--- src/rtl/finger_input_conditioner.sv ---
// finger_input_conditioner
// Synchronises and debounces four raw finger switches. A nonzero debounced
// pattern that stays unchanged for HOLD_CYCLES cycles is committed to
// {a_q,b_q,c_q,d_q}, and commit pulses once. After a commit, all fingers
// must be released before the next commit can happen.
module finger_input_conditioner #(
    parameter int unsigned DB_CYCLES   = 50000,
    parameter int unsigned HOLD_CYCLES = 25000000
) (
    input  logic       clk,
    input  logic       reset,
    input  logic       a,
    input  logic       b,
    input  logic       c,
    input  logic       d,
    output logic       a_q,
    output logic       b_q,
    output logic       c_q,
    output logic       d_q,
    output logic [3:0] stable,
    output logic       commit,
    output logic       busy
);

    localparam int unsigned DW = $clog2(DB_CYCLES);
    localparam int unsigned HW = $clog2(HOLD_CYCLES + 1);
    localparam logic [DW-1:0] DB_LAST   = DW'(DB_CYCLES - 1);
    localparam logic [HW-1:0] HOLD_LAST = HW'(HOLD_CYCLES - 1);

    typedef enum logic [1:0] {
        IDLE,
        HOLD,
        COMMIT,
        WAIT_REL
    } state_t;

    logic [3:0]    sync1_q, sync1_d;
    logic [3:0]    sync2_q, sync2_d;
    logic [3:0]    cand_q, cand_d;
    logic [DW-1:0] dcnt_q, dcnt_d;
    logic [3:0]    stable_q, stable_d;
    logic [3:0]    stable_prev_q, stable_prev_d;
    state_t        state_q, state_d;
    logic [HW-1:0] hcnt_q, hcnt_d;
    logic [3:0]    pat_q, pat_d;

    // Two-flop synchroniser on the raw switch vector {a,b,c,d}
    always_comb begin
        sync1_d = {a, b, c, d};
        sync2_d = sync1_q;
    end

    // Debounce: the candidate must match the synchronised input for
    // DB_CYCLES consecutive compares before it becomes the stable value
    always_comb begin
        cand_d        = cand_q;
        dcnt_d        = dcnt_q;
        stable_d      = stable_q;
        stable_prev_d = stable_q;
        if (sync2_q != cand_q) begin
            cand_d = sync2_q;
            dcnt_d = '0;
        end else if (dcnt_q != DB_LAST) begin
            dcnt_d = dcnt_q + DW'(1);
        end else begin
            stable_d = cand_q;
        end
    end

    // Hold/commit FSM: next state, hold counter, committed pattern, Moore outputs
    always_comb begin
        state_d = state_q;
        hcnt_d  = hcnt_q;
        pat_d   = pat_q;
        commit  = 1'b0;
        busy    = (state_q != IDLE);
        case (state_q)
            IDLE: begin
                if (stable_q != '0) begin
                    state_d = HOLD;
                    hcnt_d  = '0;
                end
            end
            HOLD: begin
                // stable_prev_q lags stable_q by one cycle, so a mismatch means
                // the debounced pattern changed on the previous edge
                if (stable_q == '0) begin
                    state_d = IDLE;
                end else if (stable_q != stable_prev_q) begin
                    hcnt_d = '0;
                end else if (hcnt_q == HOLD_LAST) begin
                    state_d = COMMIT;
                    pat_d   = stable_q;
                end else begin
                    hcnt_d = hcnt_q + HW'(1);
                end
            end
            COMMIT: begin
                commit  = 1'b1;
                state_d = WAIT_REL;
            end
            WAIT_REL: begin
                if (stable_q == '0) begin
                    state_d = IDLE;
                end
            end
            default: begin
                state_d = IDLE;
            end
        endcase
    end

    // State registers with synchronous active-high reset
    always_ff @(posedge clk) begin
        if (reset) begin
            sync1_q       <= '0;
            sync2_q       <= '0;
            cand_q        <= '0;
            dcnt_q        <= '0;
            stable_q      <= '0;
            stable_prev_q <= '0;
            state_q       <= IDLE;
            hcnt_q        <= '0;
            pat_q         <= '0;
        end else begin
            sync1_q       <= sync1_d;
            sync2_q       <= sync2_d;
            cand_q        <= cand_d;
            dcnt_q        <= dcnt_d;
            stable_q      <= stable_d;
            stable_prev_q <= stable_prev_d;
            state_q       <= state_d;
            hcnt_q        <= hcnt_d;
            pat_q         <= pat_d;
        end
    end

    assign stable                 = stable_q;
    assign {a_q, b_q, c_q, d_q}   = pat_q;

endmodule

--- config.mk ---
export PLATFORM = sky130hd
export DESIGN_NAME = finger_input_conditioner
export DESIGN_NICKNAME = d
export VERILOG_FILES = /design/src/rtl/finger_input_conditioner.sv
export SDC_FILE = /design/constraint.sdc
export NUM_CORES = 1
export LEC_CHECK = 0
export BUFFER_PORTS_ARGS = -buffer_cell sky130_fd_sc_hd__buf_2
export CAP_MARGIN = 20
export CORE_ASPECT_RATIO = 0.6
export CORE_UTILIZATION = 60
export CTS_BUF_LIST = sky130_fd_sc_hd__clkbuf_4
export DETAILED_ROUTE_END_ITERATION = 8
export PLACE_DENSITY = 0.78
export SLEW_MARGIN = 30
export SYNTH_ARGS = -nofsm -noshare
export SYNTH_HDL_FRONTEND = slang
export SYNTH_SLANG_ARGS = --single-unit
--- constraint.sdc ---
create_clock -name clk -period 5.91 [get_ports clk]
set_input_delay 0 -clock clk [delete_from_list [all_inputs] [get_ports clk]]
set_output_delay 0 -clock clk [all_outputs]
set_load 0.005 [all_outputs]
==> results.yml <==
outcome:
  status: "finished, final reports clean"
synthesis:
  synth_top_cell_by_area: "dfxtp_1"
  synth_top_area_frac: 0.450
  ys_warn_count: 0
  postSynthNetCount: 335
  synthArstFlopShare: 0
  syn_area_sq_mm: 0.00298
  synthCells: 327
  synth_seq_area_share: 0.450
  synth_area_per_cell_sq_um: 9.12
  ys_types: 43
  ys_seq_elements: 67
  yosys-top-cells-area: "dfxtp_1, xnor2_1, xor2_1"
  synth_edf_count: 0
  synth_ff_type: "dfxtp_1"
layout:
  area_delta_synth_final_pct: 8.64
  layout.nets: 351
  final_util: 0.692
  antenna_cells: 0
  drive_gt1_frac: 0.126
clocking:
  clkTransAtPathRegs_ns: 0.13
  cts.repair.resized: 0
  clkLatencyLatePin_ns: 0.42
  cts-root-buf: "clkbuf_4"
  cts_setup_buffers: 0
  clockBufferDepth: 2
  h-tree-depth: 3
  numCtsBuffers: 9
  cts_tree: "built"
  hold_buffers: 4
  cts_sinks: 67
timing:
  drv_slew: 0
  relSlewSlack: 0.394
  tightest_slew_ns: 0.909
  fin_tns_setup_ns: 0
  hold_violations: 0
  fin_crit_ns: 2.44
  grt_setup_unrepaired: "no"
  finalClockSkew_ns: 0.0219
  setup_violations: 0
  layout_setup_ws_ns: 3.47
  fmax_ghz: 0.409
  layout_worst_path_cycle_share: 0.414
grt:
  first_global_vias: 2074
  overflow: 0
  grt_start_max_net_pins: 34
  antenna_found_initial: 0
  grt_use_total: 0.258
  grt_pass1_wl_microns: 10300
place:
  pre_cts_slack_ns: 3.56
  detailed_place_hpwl_microns: 4050
  port_buffers: 15
  finalWeightedCongestion: 0.815
worst_setup_path:
  path_cells: "ha_1, and3_1, nand3_1, nor4_4, nand2_1, mux2_2"
  required_ns: 6.23
  arrival_ns: 2.76
  startpoint_type: "flip-flop"
  critPathCaptureType: "flip-flop"
  worst-setup-path-type: "reg -> reg"
  max_stage_delay_ns: 0.66
  crit_fanout: 16
  crit_path_top_delay_cell: "nor4_4"
  reg2reg_depth: 6
pwr:
  p_int_w: 0.000557
  powerDensity_mw_per_mm2: 234
  fin_total_pwr_w: 0.000758
  clockPowerShare: 0.364
  p_leak_nw: 1.13
  combPwrFrac: 0.031
  sw_frac_of_total: 0.265
  seq_power_share: 0.606
  p_switching_w: 0.000201
  peakVddDrop_uv: 201
floorplanning:
  rows: 19
  die_w_microns: 93.0
  pin_count: 16
  die-area_sq_mm: 0.00526
  initial_core_util: 0.637
  coreArea_sq_mm: 0.00468
  die_h_microns: 56.6
routing:
  drtAntennaViolNets: 0
  wirelength_microns: 5920
  vias: 2375
  drt_iter0_drc: 137
  drc: 0
  wl_per_cell_microns: 14.4
  vias_per_cell: 5.78
  drt_first_pass_iters: 5
hold_path:
  holdPathStages: 2
  min_path_type: "in -> reg"
job:
  cap_violations: 0
[flip-flops by register name (all words and copies together) (netlist names), named ones only]
register / cells
hcnt_q: 25
dcnt_q: 16
cand_q: 4
pat_q: 4
stable: 4
stable_prev_q: 4
sync1_q: 4
sync2_q: 4
state_q: 1
[path summary, 6_finish.rpt]
kind | to | start | slack [ns]
worst max-delay path | pat_q[1]$_SDFFE_PP0P_ | hcnt_q[0]$_SDFFE_PP0P_ | 3.47
worst min-delay path | cand_q[3]$_SDFFE_PP0P_ | reset | 0.07
worst max register to register | pat_q[1]$_SDFFE_PP0P_ | hcnt_q[0]$_SDFFE_PP0P_ | 3.47
worst min register to register | sync2_q[3]$_SDFF_PP0_ | sync1_q[3]$_SDFF_PP0_ | 0.45
[cell usage in the layout (no fill, tap or decap), types with 3 or more instances in the layout]
| cell type | netlist | routed |
|---|---|---|
| or2_2 | 3 | 3 |
| clkinvlp_4 | 0 | 3 |
| nand4_1 | 17 | 17 |
| dfxtp_1 | 67 | 67 |
| xor2_1 | 16 | 16 |
| nor3_1 | 5 | 5 |
| buf_2 | 1 | 15 |
| and3_1 | 8 | 8 |
| and4_1 | 6 | 6 |
| o211ai_1 | 5 | 5 |
| or4_1 | 6 | 6 |
| nor2_1 | 36 | 36 |
| nand2_1 | 22 | 22 |
| clkbuf_4 | 0 | 9 |
| xnor2_1 | 17 | 17 |
| nand2b_1 | 3 | 3 |
| or3_1 | 7 | 7 |
| o21ai_0 | 12 | 12 |
| a21oi_1 | 11 | 11 |
| nand3_1 | 17 | 17 |
| nor4bb_1 | 4 | 4 |
| nor4_1 | 3 | 3 |
| dlygate4sd3_1 | 0 | 4 |
| inv_6 | 0 | 4 |
| mux2_2 | 4 | 4 |
| nor2b_1 | 21 | 21 |
[logic make-up after synthesis]
family,share of synthesized area
compound gates,0.0760
xor+xnor,0.0969
fa+ha+maj,0.00839
buf+inv,0.0218
flops,0.450
mux,0.0185
simple gates,0.329
[stage by stage]
stage               instance area (sq um)  hold WS [ns]  cells
floorplan                            2980         0.128    327
global route                         3240        0.0541    411
CTS                                  3240        0.0430    411
finish                               3240        0.0719    411
detailed placement                   3070         0.215    391
global placement                     3070         0.207    391
[synthesized netlist by cell type, types with 2 or more instances]
master     n
a211oi_1   2
a21oi_1   11
and3_1     8
and4_1     6
clkbuf_1  11
dfxtp_1   67
ha_1       2
mux2_2     4
nand2_1   22
nand2b_1   3
nand3_1   17
nand3b_1   2
nand4_1   17
nor2_1    36
nor2b_1   21
nor3_1     5
nor4_1     3
nor4_4     2
nor4b_1    2
nor4bb_1   4
o211ai_1   5
o21ai_0   12
or2_2      3
or3_1      7
or4_1      6
xnor2_1   17
xor2_1    16
[layer usage]
layer,track usage,up-vias,part of all wire,wire length (microns)
met1,0.395,1102,0.53,3150
met2,0.336,71,0.40,2370
li1,-,1198,-,-
met3,0.0921,4,0.060,357
met4,0.0659,0,0.0061,36
met5,0,-,0,0
[power by group through the flow]
stage,registers (W),logic (W),clock network (W)
floorplan,0.000469,0.0000171,0
global placement,0.000469,0.0000203,0
detailed placement,0.000470,0.0000208,0
CTS,0.000459,0.0000228,0.000282
global route,0.000460,0.0000259,0.000306
finish,0.000459,0.0000232,0.000276
[cell type report]
cell class | instances | area, sq um
multi-input combinational | 245 | 1580
fill | 386 | 1440
sequential | 67 | 1340
timing repair buffer | 19 | 115
tap | 63 | 78.8
clock buffer | 9 | 67.6
clock inverter | 7 | 57.6
inverter | 1 | 3.75
[critical path, delay by kind of cell (launching register included)]
| kind | cells | cell delay (ns) |
|---|---|---|
| adders and majority gates | 1 | 0.20 |
| and+or+nand+nor | 4 | 1.37 |
| muxes | 1 | 0.34 |
| DFF | 1 | 0.42 |
Note: power is estimated with default switching activity, not from simulation.
